## src/rtl/result_display.sv

```systemverilog
// result_display: four-digit multiplexed active-low seven-segment driver for the 16-bit result word.
// Optional leading-zero suppression is enabled by defining RESULT_DISPLAY_ZERO_BLANK_EN.
module result_display #(
   parameter int SCAN_DIV = 100000
) (
   input  logic        clk,
   input  logic        rst_n,
   input  logic [15:0] result,
   input  logic        freeze,
   output logic [3:0]  an,
   output logic [6:0]  seg,
   output logic        dp,
   output logic        update
);

   localparam int            CW      = $clog2(SCAN_DIV);
   localparam logic [CW-1:0] CNT_MAX = CW'(SCAN_DIV - 1);
   localparam logic [CW-1:0] CNT_ONE = CW'(1);

   logic [15:0]   disp_r;
   logic          update_r;
   logic [CW-1:0] cnt_r;
   logic [1:0]    idx_r;
   logic [3:0]    an_r;
   logic [6:0]    seg_r;
   logic          dp_r;

   logic          wrap_s;
   logic          blank_s;
   logic [3:0]    nib_s;
   logic [3:0]    an_nxt_s;
   logic [6:0]    seg_nxt_s;
   logic          dp_nxt_s;

   function automatic logic [6:0] hex_to_seg(input logic [3:0] nib);
      logic [6:0] s;
      case (nib)
         4'h0:    s = 7'h40;
         4'h1:    s = 7'h79;
         4'h2:    s = 7'h24;
         4'h3:    s = 7'h30;
         4'h4:    s = 7'h19;
         4'h5:    s = 7'h12;
         4'h6:    s = 7'h02;
         4'h7:    s = 7'h78;
         4'h8:    s = 7'h00;
         4'h9:    s = 7'h10;
         4'hA:    s = 7'h08;
         4'hB:    s = 7'h03;
         4'hC:    s = 7'h46;
         4'hD:    s = 7'h21;
         4'hE:    s = 7'h06;
         4'hF:    s = 7'h0E;
         default: s = 7'h7F;
      endcase
      return s;
   endfunction

   assign wrap_s = (cnt_r == CNT_MAX);

   // Select the nibble of the digit currently being scanned.
   always_comb begin
      nib_s = 4'h0;
      case (idx_r)
         2'd0:    nib_s = disp_r[3:0];
         2'd1:    nib_s = disp_r[7:4];
         2'd2:    nib_s = disp_r[11:8];
         2'd3:    nib_s = disp_r[15:12];
         default: nib_s = 4'h0;
      endcase
   end

   // Leading-zero suppression: digit k is dark when it and every higher digit are zero.
   always_comb begin
      blank_s = 1'b0;
`ifdef RESULT_DISPLAY_ZERO_BLANK_EN
      case (idx_r)
         2'd1:    blank_s = (disp_r[15:4] == 12'h000);
         2'd2:    blank_s = (disp_r[15:8] == 8'h00);
         2'd3:    blank_s = (disp_r[15:12] == 4'h0);
         default: blank_s = 1'b0;
      endcase
`else
      blank_s = 1'b0;
`endif
   end

   // Next output pattern: dark on the wrap cycle or a suppressed digit, else the decoded digit.
   always_comb begin
      an_nxt_s  = 4'hF;
      seg_nxt_s = 7'h7F;
      dp_nxt_s  = 1'b1;
      if (wrap_s || blank_s) begin
         an_nxt_s  = 4'hF;
         seg_nxt_s = 7'h7F;
         dp_nxt_s  = 1'b1;
      end else begin
         an_nxt_s  = ~(4'b0001 << idx_r);
         seg_nxt_s = hex_to_seg(nib_s);
         dp_nxt_s  = (idx_r == 2'd3) ? 1'b0 : 1'b1;
      end
   end

   // Capture register and change pulse.
   always_ff @(posedge clk or negedge rst_n) begin
      if (!rst_n) begin
         disp_r   <= 16'h0000;
         update_r <= 1'b0;
      end else if (!freeze && (result != disp_r)) begin
         disp_r   <= result;
         update_r <= 1'b1;
      end else begin
         update_r <= 1'b0;
      end
   end

   // Slot prescaler and digit index.
   always_ff @(posedge clk or negedge rst_n) begin
      if (!rst_n) begin
         cnt_r <= '0;
         idx_r <= 2'd0;
      end else if (wrap_s) begin
         cnt_r <= '0;
         idx_r <= idx_r + 2'd1;
      end else begin
         cnt_r <= cnt_r + CNT_ONE;
      end
   end

   // Registered display outputs.
   always_ff @(posedge clk or negedge rst_n) begin
      if (!rst_n) begin
         an_r  <= 4'hF;
         seg_r <= 7'h7F;
         dp_r  <= 1'b1;
      end else begin
         an_r  <= an_nxt_s;
         seg_r <= seg_nxt_s;
         dp_r  <= dp_nxt_s;
      end
   end

   assign an     = an_r;
   assign seg    = seg_r;
   assign dp     = dp_r;
   assign update = update_r;

endmodule

```

## config.mk

```make
export PLATFORM = sky130hd
export DESIGN_NAME = result_display
export DESIGN_NICKNAME = d
export VERILOG_FILES = /design/src/rtl/result_display.sv
export SDC_FILE = /design/constraint.sdc
export NUM_CORES = 1
export LEC_CHECK = 0
export ABC_AREA = 1
export BUFFER_PORTS_ARGS = -buffer_cell sky130_fd_sc_hd__buf_2
export CAP_MARGIN = 40
export CORE_MARGIN = 4
export CORE_UTILIZATION = 55
export DETAILED_ROUTE_END_ITERATION = 16
export GPL_TIMING_DRIVEN = 0
export PLACE_DENSITY = 0.76
export SETUP_SLACK_MARGIN = 0.3
export SKIP_CTS_REPAIR_TIMING = 1
export SLEW_MARGIN = 40
export SYNTH_ARGS = -nofsm -noshare
export SYNTH_HDL_FRONTEND = slang
export SYNTH_SLANG_ARGS = --single-unit
```

## constraint.sdc

```tcl
create_clock -name clk -period 5.9 [get_ports clk]
set_input_delay 0 -clock clk [delete_from_list [all_inputs] [get_ports clk]]
set_output_delay 0 -clock clk [all_outputs]
set_load 0.05 [all_outputs]
```

* Word level (Yosys, flattened, before mapping)
Memory sizes are Yosys's and may differ from the RTL's.
Index checks and enable logic that the tools add are counted.
** Storage, ports and cells
- Register bits :: 48
- Memory bits (read-only) :: 112
- Output and inout port bits :: 13
- Word-level logic and storage cells :: 27
- Memories :: 1
** Cells by class
- Add/subtract/negate cells :: 2
- Equality and inequality tests :: 5
- Shift-type cells :: 1
- Mux-type cells :: 7
- Bitwise logic cells :: 1
- Reduce and logical (&&, ||, !) cells :: 3
** Memories
- (name not given) :: depth 16, bits a word 7, rd ports 1, clocked after Yosys merged registers in 0, write ports 0, line 37 : case (nib)
** Operator list (count)
- $add A17 B1 Y17 const B :: 1
- $eq A17 B17 Y1 const B :: 1
- $mux W17 :: 1
- $ne A16 B16 Y1 :: 1
- $pmux W4 S4 :: 1
- $mux W7 :: 1
- $eq A2 B2 Y1 const B :: 2
- $mux W4 :: 1
- $not A4 Y4 :: 1
- $shl A1 B2 Y4 const A :: 1
- $mux W1 :: 3
- $add A2 B1 Y2 const B :: 1
- $eq A2 B1 Y1 const B :: 1
- $logic_not A2 Y1 :: 1
- $logic_and A1 B1 Y1 :: 1
- $logic_not A1 Y1 :: 1

* Depth between registers and ports, before layout
An unclocked memory read counts as a cell.
- Depth in word-level cells :: 4
- Gate-level depth with buffers :: 11
- Depth with buffers taken out :: 11

* Worst setup path after synthesis
Ideal clock, no wire load.
- Kind :: reg2reg
- Start point :: register idx_r[0]
- End point :: register seg_r[5] (netlist: seg[5])
- Arrival time :: 1905 ps
- Data required time :: 5820 ps
- Setup slack :: 3915 ps
- Stages on the path, launching flop included :: 12
- Period minus slack after synthesis :: 1985 ps
- Path through :: dfrtp_1 > inv_1 > ha_1 > inv_1 > o21ai_0 > o22ai_1 > inv_1 > ha_1 > nand2_1 > o21ai_0 > nand2_1 > nand2_1
** On the way
- Word-level cells in the longest chain between the ends :: 4
- Elaborated cells between the ends (all ways) :: 7
- Those cells by class :: 3 x eq/ne; 2 x mux; 1 x reduce/logical; 1 x memory
** RTL lines
- start: declaration :: line 23 : logic [1:0] idx_r;
- start signal: assignment :: line 124 : idx_r <= idx_r + 2'd1;
- $eq A2 B2 Y1 (tied with other cells) :: line 64 : case (idx_r)
- $pmux W4 S4 (*) :: line 64
- $mem_v2 Z16 W7 (*)
- $mux W7 (*) :: line 93 : if (wrap_s || blank_s) begin
- named net seg_nxt_s[5] :: line 32 : logic [6:0] seg_nxt_s;
- end signal: assignment :: line 138 : seg_r <= seg_nxt_s;
- end: declaration :: line 25 : logic [6:0] seg_r;
The timed path passes the listed nets; every way through them passes the cells marked *.
A chain may end at the register's enable or synchronous reset.

* Final worst setup path
Same ends and word-level chain as after synthesis.

==> results_dict.tcl <==
set metrics [dict create \
    via_count 2346 \
    antenna_found_initial 0 \
    first_iter_violations 147 \
    wl_mm 5.334 \
    rsz0062_at_grt "no" \
    final_nets 460 \
    period_needed_ns 2.342 \
    cp-end-kind "flop" \
    hold_viol_final 1 \
    grt.total_usage_pct 19.09 \
    root_buffer "clkbuf_8" \
    synth_top_family_by_area "simple AND/OR/NAND/NOR gates" \
    pre_cts_slack_ns 3.599 \
    worstPathCellList "inv_1 -> ha_1 -> inv_1 -> o21ai_0 -> o22ai_1 -> inv_1 -> ha_1 -> nand2_1 -> o21ai_0 -> nand2_1 -> nand2_1" \
    synth.avg_cell_area_um2 7.374 \
    violations "hold timing" \
    die_h_um 78.91 \
    synthCells 375 \
    placed_area_um2 3007 \
    grt_max_degree 48 \
    postLayoutCoreUtil_pct 67.87 \
    synthToLayoutAreaGrowth_pct 17.47 \
    drv_cap 0 \
    dp_hpwl_mm 3.777 \
    numCtsBuffers 5 \
    cp_top_family "compound AO/OA/AOI/OAI gates" \
    final_area_um2 3248 \
    initial_core_util_pct 57.78 \
    dieArea_um2 6226 \
    fin_cells 497 \
    fill_cells 419 \
    dr.pass1.iters 4 \
    layout_commonest_cell "nand2_1" \
    critPathLaunchType "flop" \
    finalSetupViolations 0 \
    whs_ns -0.04204 \
    crit_fanout 7 \
    dp.cells 473 \
    gp_congestion 0.7979 \
    skew_ns 0.009745 \
    clkSinkCount 47 \
    diodes 0 \
    drive_gt1_share_pct 16.28 \
    cp.arrival_ns 2.57 \
    setup.worst_path.class "flop to flop" \
    h-tree-depth 2 \
    synth_simple_gate_area_share_pct 34.30 \
    io_buffers 31 \
    fp.coreArea_um2 4786 \
    max_slew_margin_pct 60.87 \
    synth-seq-cells 47 \
    ant_nets 0 \
    synthesis.area_um2 2765 \
    synth_compound_area_share_pct 4.615 \
    peakVddDrop_mv 0.1277 \
    post_drt_via_cell_ratio 4.720 \
    syn_nets 406 \
    fin_crit_sh_pct 39.69 \
    clk_latency_ns 0.30 \
    slowest_stage "o22ai_1" \
    drv_slew 0 \
    num_rows 25 \
    ctsLongestPathBuffers 2 \
    die_x_um 78.91 \
    r2r_setup_slack_ns 3.56 \
    drc 0 \
    ys.warnings.count 0 \
    io_pins 32 \
    crit_buf_inv 3 \
    outcome "finished with violations" \
    crit_required_ns 6.13 \
    fin_ws_ns 3.558 \
    critPathMaxStageDelay_ns 0.45 \
    synthAdderAreaFrac_pct 5.430 \
    grt_pass1_wl_mm 9.432 \
    tritoncts "done" \
    hold_path.class "input pin to flop" \
    grt_pass1_vias 2123 \
    power_density_nw_per_um2 205.4 \
    final_cell_mix "nand2_1, inv_1, dfrtp_1" \
    synth-xor-area-share_pct 2.534 \
    total_power_mw 0.6672 \
    achievable-frequency_mhz 427.0 \
    worst_slew_pin_slew_ns 0.5870 \
    synth_cell_types 32 \
    leakage_nw 1.793 \
    finalSetupTns_ns 0 \
    wl_per_cell_um 10.73 \
    grt-ovfl-total 0 \
    path_clk_slew_ns 0.08 \
    synthMuxAreaShare_pct 0 \
    yosysSeqAreaShare_pct 43.03 \
]
cell families after synthesis:
logic type,after synthesis
DFF,47
buffers and inverters,67
AOI/OAI and AO/OA,21
and+or+nand+nor,220
adders and majority gates,12
xor gates and xnor gates,8
Yosys cell counts:
cell	n	area share, %
ha_1	12	5.4
nand3_2	1	0.36
o22ai_1	2	0.45
nor3_1	5	0.90
nor3_2	1	0.36
a21oi_1	4	0.72
clkinv_1	2	0.27
nand3_1	34	6.2
o21ai_1	1	0.18
xor2_1	7	2.2
o21ai_0	8	1.4
nand2_8	1	0.72
o31ai_1	1	0.27
nor2_2	4	0.90
o211a_1	1	0.36
nand4_2	2	0.90
nor2_1	33	4.5
inv_2	4	0.54
buf_6	1	0.41
xnor2_1	1	0.32
o21ai_2	3	0.95
buf_4	1	0.27
nor2_4	1	0.41
inv_1	57	7.7
dfrtp_1	36	33
dfstp_2	11	10
buf_12	1	0.72
nand2_2	1	0.23
nand2_1	136	18
a31oi_1	1	0.23
nand2_4	1	0.41
clkbuf_1	1	0.14
final timing paths:
| kind | from | endpoint | depth (start not counted) |
|---|---|---|---|
| setup / recovery | idx_r[0]$_DFFE_PN0N_ | seg[5]$_DFF_PN1_ | 11 |
| hold / removal | result[2] | disp_r[2]$_DFFE_PN0P_ | 3 |
| setup reg to reg | idx_r[0]$_DFFE_PN0N_ | seg[5]$_DFF_PN1_ | 11 |
| hold reg to reg | cnt_r[0]$_DFF_PN0_ | cnt_r[0]$_DFF_PN0_ | 1 |
| max in group asynchronous | rst_n | seg[1]$_DFF_PN1_ | 2 |
| min in group asynchronous | rst_n | cnt_r[6]$_DFF_PN0_ | 2 |
report_power, final:
part           switching [mW]  internal, mW
Combinational          0.0833        0.0424
Clock                   0.105        0.0816
Sequential             0.0114         0.344
Total                   0.199         0.468
registers in the layout, indices dropped and copies added (netlist names):
| signal | flops |
|---|---|
| disp_r | 16 |
| an | 4 |
| cnt_r | 17 |
| update | 1 |
| seg | 7 |
| idx_r | 2 |
per-layer routing:
| layer | share of wire [%] | global-route usage (%) | routed length, um | up-vias |
|---|---|---|---|---|
| li1 | - | - | - | 1250 |
| met1 | 49 | 25.77 | 2595 | 1051 |
| met2 | 46 | 30.39 | 2440 | 38 |
| met3 | 4.1 | 4.082 | 218 | 7 |
| met4 | 1.5 | 6.873 | 80 | 0 |
| met5 | 0 | 0 | 0 | - |
cell type report:
class / instances / area [um2] / area share, %
inverter: 63 / 236.5 / 7.280
sequential: 47 / 1190 / 36.63
tap: 67 / 83.83 / 2.581
multi-input combinational: 261 / 1296 / 39.91
buffer: 4 / 42.54 / 1.310
clock inverter: 2 / 8.758 / 0.2696
timing repair buffer: 47 / 317.8 / 9.784
clock buffer: 6 / 72.57 / 2.234
tightest hold or removal path, stage by stage:
cell and delay (ns):
buf_2 0.10, nand3_1 0.07, nand2_1 0.06
(Power assumes the default switching activity.)
